`src/rtl/disp_pkg.sv`:
```
// Shared constants and types for the multiplexed six-digit clock display.
// Segment patterns are active-high {g,f,e,d,c,b,a}.
package disp_pkg;

   localparam int NUM_DIGITS = 6;

   typedef logic [2:0] idx_t;
   typedef logic [7:0] digit_t;

   localparam logic [6:0] SEG_0    = 7'h3F;
   localparam logic [6:0] SEG_1    = 7'h06;
   localparam logic [6:0] SEG_2    = 7'h5B;
   localparam logic [6:0] SEG_3    = 7'h4F;
   localparam logic [6:0] SEG_4    = 7'h66;
   localparam logic [6:0] SEG_5    = 7'h6D;
   localparam logic [6:0] SEG_6    = 7'h7D;
   localparam logic [6:0] SEG_7    = 7'h07;
   localparam logic [6:0] SEG_8    = 7'h7F;
   localparam logic [6:0] SEG_9    = 7'h6F;
   localparam logic [6:0] SEG_DASH = 7'h40;
   localparam logic [6:0] SEG_OFF  = 7'h00;

   // Digit positions with special treatment
   localparam idx_t IDX_LAST = idx_t'(NUM_DIGITS - 1);
   localparam idx_t IDX_DP_A = 3'd2;
   localparam idx_t IDX_DP_B = 3'd4;

endpackage

```
`src/rtl/seg7_decode.sv`:
```
// Binary digit value to active-high seven-segment pattern.
// Out-of-range values show a dash.
module seg7_decode
   import disp_pkg::*;
(
   input  logic [7:0] value,
   output logic [6:0] pattern
);

   always_comb begin
      pattern = SEG_DASH;
      case (value)
         8'd0:    pattern = SEG_0;
         8'd1:    pattern = SEG_1;
         8'd2:    pattern = SEG_2;
         8'd3:    pattern = SEG_3;
         8'd4:    pattern = SEG_4;
         8'd5:    pattern = SEG_5;
         8'd6:    pattern = SEG_6;
         8'd7:    pattern = SEG_7;
         8'd8:    pattern = SEG_8;
         8'd9:    pattern = SEG_9;
         default: pattern = SEG_DASH;
      endcase
   end

endmodule

```
`src/rtl/disp_scan.sv`:
```
// Six-digit multiplexed display scanner with frame-coherent shadowing,
// separator dots, per-digit blink and leading-zero blanking.
module disp_scan
   import disp_pkg::*;
#(
   parameter int SCAN_DIV     = 1000,
   parameter int BLINK_FRAMES = 64,
   parameter int ACTIVE_LOW   = 1,
   parameter int BLANK_LZ     = 1
) (
   input  logic       clk,
   input  logic       rst,
   input  logic       en,
   input  logic [7:0] sec_lo,
   input  logic [7:0] sec_hi,
   input  logic [7:0] min_lo,
   input  logic [7:0] min_hi,
   input  logic [7:0] hr_lo,
   input  logic [7:0] hr_hi,
   input  logic [5:0] blink_mask,
   output logic [5:0] an,
   output logic [6:0] seg,
   output logic       dp,
   output logic       frame
);

   localparam int CW = $clog2(SCAN_DIV);
   localparam int FW = (BLINK_FRAMES > 1) ? $clog2(BLINK_FRAMES) : 1;

   localparam logic [CW-1:0] CNT_MAX = CW'(SCAN_DIV - 1);
   localparam logic [FW-1:0] FR_MAX  = FW'(BLINK_FRAMES - 1);
   localparam logic [NUM_DIGITS-1:0] AN_ONE = 1;

   logic [CW-1:0] cnt;
   logic [FW-1:0] fcnt;
   idx_t          idx;
   logic          phase;
   logic          tick;
   logic          wrap;

   digit_t raw    [NUM_DIGITS];
   digit_t shadow [NUM_DIGITS];
   digit_t cur;

   logic [6:0]            pat;
   logic                  dark;
   logic [NUM_DIGITS-1:0] an_d;
   logic [6:0]            seg_d;
   logic                  dp_d;
   logic [NUM_DIGITS-1:0] an_q;
   logic [6:0]            seg_q;
   logic                  dp_q;

   assign raw[0] = sec_lo;
   assign raw[1] = sec_hi;
   assign raw[2] = min_lo;
   assign raw[3] = min_hi;
   assign raw[4] = hr_lo;
   assign raw[5] = hr_hi;

   assign tick  = (cnt == CNT_MAX);
   assign wrap  = tick && (idx == IDX_LAST);
   assign frame = wrap;

   always_ff @(posedge clk or posedge rst) begin
      if (rst) begin
         cnt <= '0;
      end else if (tick) begin
         cnt <= '0;
      end else begin
         cnt <= cnt + 1'b1;
      end
   end

   always_ff @(posedge clk or posedge rst) begin
      if (rst) begin
         idx <= '0;
      end else if (wrap) begin
         idx <= '0;
      end else if (tick) begin
         idx <= idx + 1'b1;
      end
   end

   // Snapshot the whole time value once per frame so a frame never tears
   always_ff @(posedge clk or posedge rst) begin
      if (rst) begin
         for (int i = 0; i < NUM_DIGITS; i++) begin
            shadow[i] <= '0;
         end
      end else if (wrap) begin
         for (int i = 0; i < NUM_DIGITS; i++) begin
            shadow[i] <= raw[i];
         end
      end
   end

   always_ff @(posedge clk or posedge rst) begin
      if (rst) begin
         fcnt  <= '0;
         phase <= 1'b0;
      end else if (wrap) begin
         if (fcnt == FR_MAX) begin
            fcnt  <= '0;
            phase <= ~phase;
         end else begin
            fcnt <= fcnt + 1'b1;
         end
      end
   end

   assign cur = shadow[idx];

   seg7_decode u_dec (
      .value   (cur),
      .pattern (pat)
   );

   // blink_mask is used live so set-mode feedback is immediate
   always_comb begin
      an_d  = '0;
      seg_d = SEG_OFF;
      dp_d  = 1'b0;
      dark  = (phase && blink_mask[idx])
           || ((BLANK_LZ != 0) && (idx == IDX_LAST) && (cur == 8'd0));
      if (en) begin
         an_d = AN_ONE << idx;
         if (!dark) begin
            seg_d = pat;
            dp_d  = (idx == IDX_DP_A) || (idx == IDX_DP_B);
         end
      end
   end

   always_ff @(posedge clk or posedge rst) begin
      if (rst) begin
         an_q  <= '0;
         seg_q <= SEG_OFF;
         dp_q  <= 1'b0;
      end else begin
         an_q  <= an_d;
         seg_q <= seg_d;
         dp_q  <= dp_d;
      end
   end

   // Pin polarity is applied after the registers, adding no latency
   assign an  = (ACTIVE_LOW != 0) ? ~an_q  : an_q;
   assign seg = (ACTIVE_LOW != 0) ? ~seg_q : seg_q;
   assign dp  = (ACTIVE_LOW != 0) ? ~dp_q  : dp_q;

endmodule

```
`config.mk`:
```
export PLATFORM = sky130hd
export DESIGN_NAME = disp_scan
export DESIGN_NICKNAME = d
export VERILOG_FILES = /design/src/rtl/disp_pkg.sv /design/src/rtl/seg7_decode.sv /design/src/rtl/disp_scan.sv
export SDC_FILE = /design/constraint.sdc
export NUM_CORES = 1
export LEC_CHECK = 0
export ABC_AREA = 1
export BUFFER_PORTS_ARGS = -buffer_cell sky130_fd_sc_hd__buf_2
export CAP_MARGIN = 20
export CORE_MARGIN = 2
export CORE_UTILIZATION = 55
export CTS_CLUSTER_DIAMETER = 30
export DETAILED_ROUTE_END_ITERATION = 10
export GPL_ROUTABILITY_DRIVEN = 0
export PLACE_DENSITY = 0.75
export SLEW_MARGIN = 25
export SYNTH_ARGS = -nofsm -noshare
export SYNTH_HDL_FRONTEND = slang
export SYNTH_HIERARCHICAL = 1
export SYNTH_SLANG_ARGS = --single-unit
```
`constraint.sdc`:
```
create_clock -name clk -period 3.85 [get_ports clk]
set_input_delay 0.77 -clock clk [delete_from_list [all_inputs] [get_ports clk]]
set_output_delay 0.77 -clock clk [all_outputs]
set_load 0.005 [all_outputs]
```
==> reports/summary.md, run 1 <==
- 6 — number of warnings issued by yosys
- 15,200 microns — wire length of the first global-routing pass
- shadow[24] — destination of the worst register-to-register timing path
- dfrtp_1, nand2_1, nor2_1 — Synth area leaders
- 0 — max-slew violation count
- 4.90 — drt via density
- 48.0% — sequential fraction of the synthesis area
- 0 — total DRC errors in the routed layout
- 71 — input/output buffers
- 72 — Boundary Pins
- 234 — DRC violation total after the first TritonRoute iteration
- simple AND/OR/NAND/NOR gates — cell class contributing the biggest share of worst-path delay
- 3 — number of H-tree levels
- 7650 sq um — CORE AREA
- clkbuf_8 — cell chosen for the clock root
- flip-flop to primary output — Setup CP Type
- 22.7% — fraction of final layout cells sized beyond drive strength 1
- 1 — number of cells on the worst hold path
- dfrtp_1 — Synth area leader
- 3,478 — routed vias
- 63.3% — Core Util, Final
- 0.901 ns — worst-margin pin slew
- primary output — Crit. End Element
- 55.9% — Initial Utilization
- idx[1] — launch instance of the worst register-to-register path
- 606 — synthesized net count
- nand2_1 — count leader, synth
- 0 — sum of overflow across all layers after global routing
- nand2_1, dfrtp_1, nor2_1 — most frequent cells after synthesis
- 8840 microns — post-detailed-routing wire length
- 8490 sq um — total die area
- 45 — largest net degree at the start of global routing
- 12.4 microns — detailed-route wire length per cell
- 39.9% — worst relative slew slack
- complete, no violations — outcome
- 2 — CTS max path bufs
- 0.00644 ns — worst setup skew after layout
- done — clock tree from TritonCTS
- 0 — count of instances resized after the clock tree is built
- cnt[0] — worst hold start
- 0 — Hold-fix buffers, CTS
- 0.35 ns — latest clock arrival within the worst-skew pair
- cnt[0] — Min-Delay Endpoint
- 9 — number of buffers added by the clock tree synthesis step
- inv_2 > ha_1 > nand2_1 > nor2_4 > buf_2 — CP Cell Sequence
- 32 — Synth cell types
- 6550 microns — post-detailed-placement half-perimeter wirelength
- 0.08 ns — Clock Pin Slew Worst Setup and Hold Paths
- 48.0% — Yosys top cell area share
- 0 — count of antenna-violating nets left after detailed routing
- 0 — initial antenna violation count
- 92.2 microns — Die H
- 13.2% — synthesis-to-layout area growth
- 7.96 sq um — average cell area after synthesis
- 82 — clock net sink count
- 0 — Max-cap violations
- 23 — Max Fanout on Critical Path
- 0.51 ns — slowest cell delay on critical path
- 537 — synthesized instance count
- 0.340 GHz — Fmax
- 673 — Layout Nets
- 82 — count of state elements after synthesis
- 4 — iteration count of the initial detailed-routing pass
- 0 — post-CTS setup buffer count
- 0 — EDFF count, synth
- 100% — async set or reset register ratio after synthesis
- 2.17 ns — data arrival time at the worst-slack endpoint
- false — setup repair after global routing missed its margin
- 32 — row count
- 316 nW/um^2 — PwrDens
- 0 — setup-violating endpoint count in the final report
- 3,269 — via count of the first global-routing pass
- flip-flop to flip-flop — Min-Delay Path Class
- 4280 sq um — synthesized area
- 76.5% — share of the clock period used by the worst path after layout
- 2.60 nW — leakage power summed over all cells
- dfrtp_1 — most used flip-flop cell after synthesis
- 22.8% — combined global-route utilization of all metal layers
- 0.475 ns — worst slack on hold paths
- dfrtp_1 — cell with the largest stage delay on the worst path
- 0 — number of endpoints with negative hold slack in the final report
- 3.08 ns — Worst Path Required
- flip-flop — Setup crit start kind
- 2 — combined buffer and inverter count along the critical path
- 0 — ant diodes
- 1.38 ns — R2R Setup Slk
- 0 ns — Sum Neg Setup Slack
- 2.94 ns — minimum clock period after layout
- 0.000176 V — Max IR drop VDD
- 8 — logic depth of the worst register-to-register path
- 92.2 microns — Chip Width
layout by cell type (no fill, tap or decap), types with 2 or more instances in the layout:
| cell | instances |
|---|---|
| nor2_4 | 3 |
| a21oi_2 | 28 |
| o21ai_1 | 3 |
| nor3_1 | 11 |
| clkinv_2 | 3 |
| nand2_1 | 138 |
| nor3b_1 | 2 |
| inv_1 | 75 |
| xnor2_1 | 2 |
| o31ai_1 | 2 |
| nand4_1 | 3 |
| nor2_2 | 3 |
| inv_2 | 6 |
| a21oi_1 | 15 |
| xor2_1 | 3 |
| nand2_2 | 5 |
| nand3_1 | 23 |
| o22ai_1 | 2 |
| dfrtp_1 | 82 |
| nor2_1 | 81 |
| o21ai_0 | 12 |
| buf_2 | 71 |
| clkbuf_8 | 11 |
| buf_4 | 4 |
| ha_1 | 12 |
logic make-up after synthesis:
family	after synthesis	share of synthesized area (%)
xor gates and xnor gates	5	1.02
buffers and inverters	100	9.92
and+or+nand+nor	275	27.5
AOI/OAI and AO/OA	63	10.1
adders and majority gates	12	3.51
DFF	82	48.0
registers in the layout (all words and copies together), names as in the netlist:
signal	flops
an_q	6
dp_q	1
shadow	48
cnt	10
fcnt	6
idx	3
seg_q	7
phase	1
per-layer routing:
layer	vias up	wire length, microns	global-route usage [%]
met5	-	0	0
met4	0	183	9.45
met3	13	469	3.70
met2	77	4080	35.5
met1	1607	4110	31.9
li1	1781	-	-
worst reg2reg max path, stage by stage, from the launching register on:
cell	delay, ns
dfrtp_1	0.56
inv_2	0.19
ha_1	0.26
nand2_1	0.21
inv_1	0.13
nand2_4	0.40
buf_4	0.41
nor2_1	0.10
a21oi_2	0.13
per-stage QoR:
step / area (sq um) / setup WS, ns / total power (W) / std cells
finish: 4840 / 0.905 / 0.00153 / 710
global route: 4840 / 0.676 / 0.00159 / 710
CTS: 4840 / 0.913 / 0.00154 / 710
detailed placement: 4670 / 1.30 / 0.000998 / 695
global placement: 4670 / 1.38 / 0.000995 / 695
floorplan: 4280 / 0.972 / 0.000951 / 537
where the power goes:
group | leakage, nW | internal [W] | switching, W
clock network | 0.0920 | 0.000263 | 0.000289
logic | 1.55 | 0.0000408 | 0.0000567
registers | 0.957 | 0.000877 | 0.00000483
how the worst max path moves through the flow:
stage               startpoint  endpoint  slack (ns)  cells after the start
global route            idx[1]     frame        0.68                      5
CTS                     idx[1]     frame        0.91                      5
finish                  idx[1]     frame        0.91                      5
detailed placement      idx[1]     frame        1.30                      5
global placement        idx[1]     frame        1.38                      5
floorplan                  rst   an_q[0]        0.97                      1
area by class of cell:
type,instances,area [sq um]
clock buffers,12,155
clock inverters,3,15.0
fillers,697,2810
inverters,81,304
multi-input cells,355,1800
flip-flops and latches,82,2050
well taps,102,128
repair buffers,75,385
Note: power is estimated with default switching activity, not from simulation.
==> inputs of run 2 (changes only) <==
==> constraint.sdc (replaced) <==
create_clock -name clk -period 3.05 [get_ports clk]
set_input_delay 0.61 -clock clk [delete_from_list [all_inputs] [get_ports clk]]
set_output_delay 0.61 -clock clk [all_outputs]
set_load 0.005 [all_outputs]
==> reports/summary.md, run 2 (synthesized netlist as in run 1, its figures left out) <==
- 175 — DRC violation total after the first TritonRoute iteration, was 234
- 4870 sq um — summed area of non-filler cells in the final layout, was 4840 sq um
- 0 ns — Sum Neg Setup Slack, unchanged
- 92.2 microns — Chip Width, unchanged
- 14 — Max Fanout on Critical Path, was 23
- 47.5% — worst relative slew slack, was 39.9%
- 0.000446 W — Switching Power, was 0.000350 W
- 2 — CTS max path bufs, unchanged
- 13 — logic depth of the worst register-to-register path, was 8
- 0 — count of antenna-violating nets left after detailed routing, unchanged
- 22.8% — combined global-route utilization of all metal layers, about the same
- 92.2 microns — Die H, unchanged
- 0.786 ns — worst-margin pin slew, was 0.901 ns
- 1800 sq um — total area of multi-input combinational cells, unchanged
- 82 — clock net sink count, unchanged
- 9 — number of buffers added by the clock tree synthesis step, unchanged
- 2050 sq um — register area, unchanged
- 0 — count of instances resized after the clock tree is built, unchanged
- 4.91 — drt via density, was 4.90
- 0.00779 ns — worst setup skew after layout, was 0.00644 ns
- 6.3% — combinational share of power, was 6.4%
- 4 — iteration count of the initial detailed-routing pass, unchanged
- 12.4 microns — detailed-route wire length per cell, about the same
- 48 — flip-flop count of the largest register, all copies and words added, unchanged
- 0 — initial antenna violation count, unchanged
- 0 — max-slew violation count, unchanged
- 405 nW/um^2 — PwrDens, was 316 nW/um^2
- primary output — Crit. End Element, unchanged
- false — setup repair after global routing missed its margin, unchanged
- 0 — post-CTS setup buffer count, unchanged
- 6670 microns — post-detailed-placement half-perimeter wirelength, was 6550 microns
- 0.378 GHz — Fmax
- 3,324 — via count of the first global-routing pass, was 3,269
- 22.6% — proportion of total power due to net switching, was 22.9%
- 37.2% — portion of total power attributed to the clock network, was 36.0%
- 86.7% — share of the clock period used by the worst path after layout
- 8490 sq um — total die area, unchanged
- 13.8% — synthesis-to-layout area growth, was 13.2%
- 3 — number of H-tree levels, unchanged
- clkbuf_8 — cell chosen for the clock root, unchanged
- primary input to async pin — Min-Delay Path Class, was flip-flop to flip-flop
- flip-flop to primary output — Setup CP Type, unchanged
- 2.44 ns — Worst Path Required, was 3.08 ns
- 679 — number of fill cells in the layout, was 697
- 22.6% — fraction of final layout cells sized beyond drive strength 1, was 22.7%
- shadow x48, cnt x10, seg_q x7 — Largest regs, unchanged
- seg_q[3] — destination of the worst register-to-register timing path, was shadow[24]
- 55.9% — Initial Utilization, unchanged
- 4690 sq um — placed cell area, was 4670 sq um
- flip-flop — Setup crit start kind, unchanged
- 0.396 ns — worst slack on hold paths, was 0.475 ns
- 673 — Layout Nets, unchanged
- 8810 microns — post-detailed-routing wire length, was 8840 microns
- 56.5% — power share of the sequential group, was 57.6%
- complete, no violations — outcome, unchanged
- 0 — Hold-fix buffers, CTS, unchanged
- 3,481 — routed vias, was 3,478
- 0.000237 V — Max IR drop VDD, was 0.000176 V
- nand2_1, dfrtp_1, nor2_1 — commonest cells after routing, fill and taps aside, unchanged
- 0.07 ns — Clock Pin Slew Worst Setup and Hold Paths, was 0.08 ns
- done — clock tree from TritonCTS, unchanged
- nand2_1 — most frequent standard cell in the layout excluding fill and tap cells, unchanged
- 0.00152 W — internal power component, was 0.00118 W
- 0.69 ns — R2R Setup Slk, was 1.38 ns
- 2.04 ns — data arrival time at the worst-slack endpoint, was 2.17 ns
- 7650 sq um — CORE AREA, unchanged
- 0 — Max-cap violations, unchanged
- 0.35 ns — latest clock arrival within the worst-skew pair, about the same
- idx[0] — launch instance of the worst register-to-register path, was idx[1]
- 0 — setup-violating endpoint count in the final report, unchanged
- 72 — Boundary Pins, unchanged
- 0 — sum of overflow across all layers after global routing, unchanged
- 15,100 microns — wire length of the first global-routing pass, was 15,200 microns
- 32 — row count, unchanged
- shadow — register with the most flip-flops, unchanged
- 0 — total DRC errors in the routed layout, unchanged
- 47 — largest net degree at the start of global routing, was 45
- 2.65 ns — minimum clock period after layout
- 2.61 nW — leakage power summed over all cells, was 2.60 nW
- 0 — number of endpoints with negative hold slack in the final report, unchanged
- 71 — input/output buffers, unchanged
- 0 — ant diodes, unchanged
==> run 2: critical path, stage by stage, from the launching register on <==
cell and delay, ns:
dfrtp_1 0.51, inv_2 0.26, ha_1 0.21, nand2_1 0.17, nor2_4 0.34, buf_2 0.18
==> run 2: area by class of cell <==
type / count / area share (%)
Clock inverter: 4 / 0.926
Multi-Input combinational cell: 355 / 37.0
Sequential cell: 82 / 42.2
Timing Repair Buffer: 75 / 8.43
Tap cell: 102 / 2.62
Clock buffer: 10 / 2.62
Inverter: 81 / 6.25
==> run 2: through the flow <==
stage	std cells	power [W]	utilization, %	setup WS (ns)
after global routing	709	0.00205	63.6	0.207
after global placement	695	0.00126	61.4	0.826
final	709	0.00197	63.6	0.405
after CTS	709	0.00199	63.6	0.409
after floorplan	537	0.00120	-	0.332
after detailed placement	695	0.00126	61.4	0.755
==> run 2: power by group through the flow <==
stage                     Combinational, W  Clock, W  Sequential (W)
after detailed placement          0.000127         0         0.00113
after global routing              0.000143  0.000793         0.00111
after CTS                         0.000128  0.000751         0.00111
after global placement            0.000124         0         0.00113
final                             0.000125  0.000733         0.00111
after floorplan                  0.0000676         0         0.00113
==> run 2: worst max path at each step <==
stage	depth (start not counted)	slack [ns]	to	start
5_1_grt	5	0.21	frame	idx[1]
4_1_cts	5	0.41	frame	idx[1]
6_report	5	0.40	frame	idx[1]
2_1_floorplan	1	0.33	an_q[0]	rst
3_3_place_gp	13	0.83	seg_q[3]	idx[0]
3_5_place_dp	13	0.76	seg_q[3]	idx[1]
==> run 2: routing by layer <==
layer | GRT usage, % | wire, microns
met2 | 35.5 | 3920
met1 | 31.6 | 4210
met5 | 0 | 0
met4 | 7.21 | 164
met3 | 5.83 | 514
==> inputs of run 3 (changes only) <==
==> constraint.sdc (replaced) <==
create_clock -name clk -period 3.05 [get_ports clk]
set_input_delay 0.1525 -clock clk [delete_from_list [all_inputs] [get_ports clk]]
set_output_delay 0.1525 -clock clk [all_outputs]
set_load 0.005 [all_outputs]
==> reports/summary.md, run 3 (synthesized netlist as in run 1, its figures left out) <==
- 0.08 ns — Clock Pin Slew Worst Setup and Hold Paths, was 0.07 ns
- 43 — largest net degree at the start of global routing, was 47
- primary input to async pin — Min-Delay Path Class, unchanged
- 28 — Max Fanout on Critical Path, was 14
- false — setup repair after global routing missed its margin, unchanged
- 82 — clock net sink count, unchanged
- 0 ns — Sum Neg Setup Slack, unchanged
- 0.00148 W — internal power component, was 0.00152 W
- 719 — Post-Layout Cell Count, was 709
- 55.9% — Initial Utilization, unchanged
- 35.4% — portion of total power attributed to the clock network, was 37.2%
- -0.0316 ns — worst slack on hold paths, was 0.396 ns
- 92.2 microns — Die H, unchanged
- 4.81 — drt via density, was 4.91
- 23.1% — proportion of total power due to net switching, was 22.6%
- 0 — total DRC errors in the routed layout, unchanged
- 3,456 — routed vias, was 3,481
- 2.64 nW — leakage power summed over all cells, was 2.61 nW
- flip-flop to flip-flop — Setup CP Type, was flip-flop to primary output
- nand2_1, dfrtp_1, nor2_1 — commonest cells after routing, fill and taps aside, unchanged
- 0 — initial antenna violation count, unchanged
- 0 — ant diodes, unchanged
- 72 — Boundary Pins, unchanged
- 681 — Layout Nets, was 673
- 2.71 ns — data arrival time at the worst-slack endpoint, was 2.04 ns
- 32 — row count, unchanged
- 0 — setup-violating endpoint count in the final report, unchanged
- 0.000446 W — Switching Power, about the same
- 48 — flip-flop count of the largest register, all copies and words added, unchanged
- 0.582 ns — PnR worst setup slack, was 0.405 ns
- nand2_1 — most frequent standard cell in the layout excluding fill and tap cells, unchanged
- 92.2 microns — Chip Width, unchanged
- 9 — number of buffers added by the clock tree synthesis step, unchanged
- 0 — max-slew violation count, unchanged
- 0.000200 V — Max IR drop VDD, was 0.000237 V
- 40 — number of endpoints with negative hold slack in the final report, was 0
- 15.5% — synthesis-to-layout area growth, was 13.8%
- 3 — number of H-tree levels, unchanged
- 3.29 ns — Worst Path Required, was 2.44 ns
- 7650 sq um — CORE AREA, unchanged
- idx[0] — launch instance of the worst register-to-register path, unchanged
- 205 — DRC violation total after the first TritonRoute iteration, was 175
- 0 — count of antenna-violating nets left after detailed routing, unchanged
- 8490 sq um — total die area, unchanged
- shadow — register with the most flip-flops, unchanged
- idx[0] — Critical path origin, was idx[1]
- 709 — number of fill cells in the layout, was 679
- flip-flop — Crit. End Element, was primary output
- 64.6% — Core Util, Final, was 63.6%
- 57.8% — power share of the sequential group, was 56.5%
- 0 — Max-cap violations, unchanged
- 6.8% — combinational share of power, was 6.3%
- negative hold slack — violations in the final reports
- 11.8 microns — detailed-route wire length per cell, was 12.4 microns
- 0.00345 ns — worst setup skew after layout, was 0.00779 ns
- 4 — iteration count of the initial detailed-routing pass, unchanged
- finished, violations left — outcome, was complete, no violations
- 3,295 — via count of the first global-routing pass, was 3,324
- 6290 microns — post-detailed-placement half-perimeter wirelength, was 6670 microns
- 2 — CTS max path bufs, unchanged
- 71 — input/output buffers, unchanged
- 22.0% — combined global-route utilization of all metal layers, was 22.8%
- clkbuf_8 — cell chosen for the clock root, unchanged
- 0.405 GHz — Fmax, was 0.378 GHz
- 22.2% — fraction of final layout cells sized beyond drive strength 1, was 22.6%
- 0.630 ns — pre-CTS setup slack, was 0.755 ns
- 0 — sum of overflow across all layers after global routing, unchanged
- 43.1% — worst relative slew slack, was 47.5%
- 0.853 ns — worst-margin pin slew, was 0.786 ns
- 0.35 ns — latest clock arrival within the worst-skew pair, about the same
- 8510 microns — post-detailed-routing wire length, was 8810 microns
- flip-flop — Setup crit start kind, unchanged
- 2.47 ns — minimum clock period after layout, was 2.65 ns
- 0 — post-CTS setup buffer count, unchanged
- 14,600 microns — wire length of the first global-routing pass, was 15,100 microns
- shadow x48, cnt x10, seg_q x7 — Largest regs, unchanged
- 390 nW/um^2 — PwrDens, was 405 nW/um^2
- done — clock tree from TritonCTS, unchanged
- 80.9% — share of the clock period used by the worst path after layout, was 86.7%
- 695 — cell count after placement, unchanged
## run 3: changes by cell type in the layout (fill, tap and decap cells not counted)
| cell | delta |
|---|---|
| bufinv_16 | -1 |
| clkbuf_1 | +2 |
| clkbuf_8 | +1 |
| dlygate4sd3_1 | +8 |
## run 3: worst paths after layout
path,endpoint,slack [ns],cells after the start
setup reg to reg,seg_q[3],0.58,13
hold / removal,fcnt[2],-0.03,2
min in group clk,shadow[5],0.01,3
setup / recovery,seg_q[3],0.58,13
hold reg to reg,cnt[0],0.47,1
max in group asynchronous,cnt[6],2.38,3
## run 3: repair_timing
item | CTS | global route
resized for setup | 0 | 0
endpoints found under the hold margin | 8 | 0
hold buffers | 8 | 0
## run 3: per-stage QoR
step / total power [W] / instance area, sq um
after floorplan: 0.00120 / 4280
after global placement: 0.00126 / 4690
after detailed placement: 0.00126 / 4690
after CTS: 0.00194 / 4940
after global routing: 0.00201 / 4940
final: 0.00193 / 4940
## run 3: routing by layer
metal	GRT usage, %	part of all wire (%)
met4	8.71	2.2
met1	30.3	48
met2	34.1	44
met5	0	0
met3	4.60	5.8
## run 3: worst max-delay path, cell delays in order, from the launching register on
cell and delay [ns]:
dfrtp_1 0.76, inv_2 0.36, nor2_1 0.21, o21ai_1 0.09
nand2_1 0.07, nand2_1 0.13, inv_1 0.13, ha_1 0.24
nand2_1 0.06, inv_1 0.05, nor2_1 0.09, nor2_1 0.05
nand2_1 0.06, nor2_1 0.04
## run 3: final cells by class
type,count,area (sq um),share of cell area (%)
flip-flops and latches,82,2050,41.6
multi-input cells,355,1800,36.4
repair buffers,83,490,9.93
inverters,81,304,6.16
clock buffers,13,149,3.02
well taps,102,128,2.58
clock inverters,3,15.0,0.304
## run 3: power by group through the flow
stage,registers (W),clock network [W],logic [W]
finish,0.00111,0.000683,0.000131
global route,0.00111,0.000745,0.000149
detailed placement,0.00113,0,0.000125
floorplan,0.00113,0,0.0000676
CTS,0.00111,0.000695,0.000133
global placement,0.00113,0,0.000123
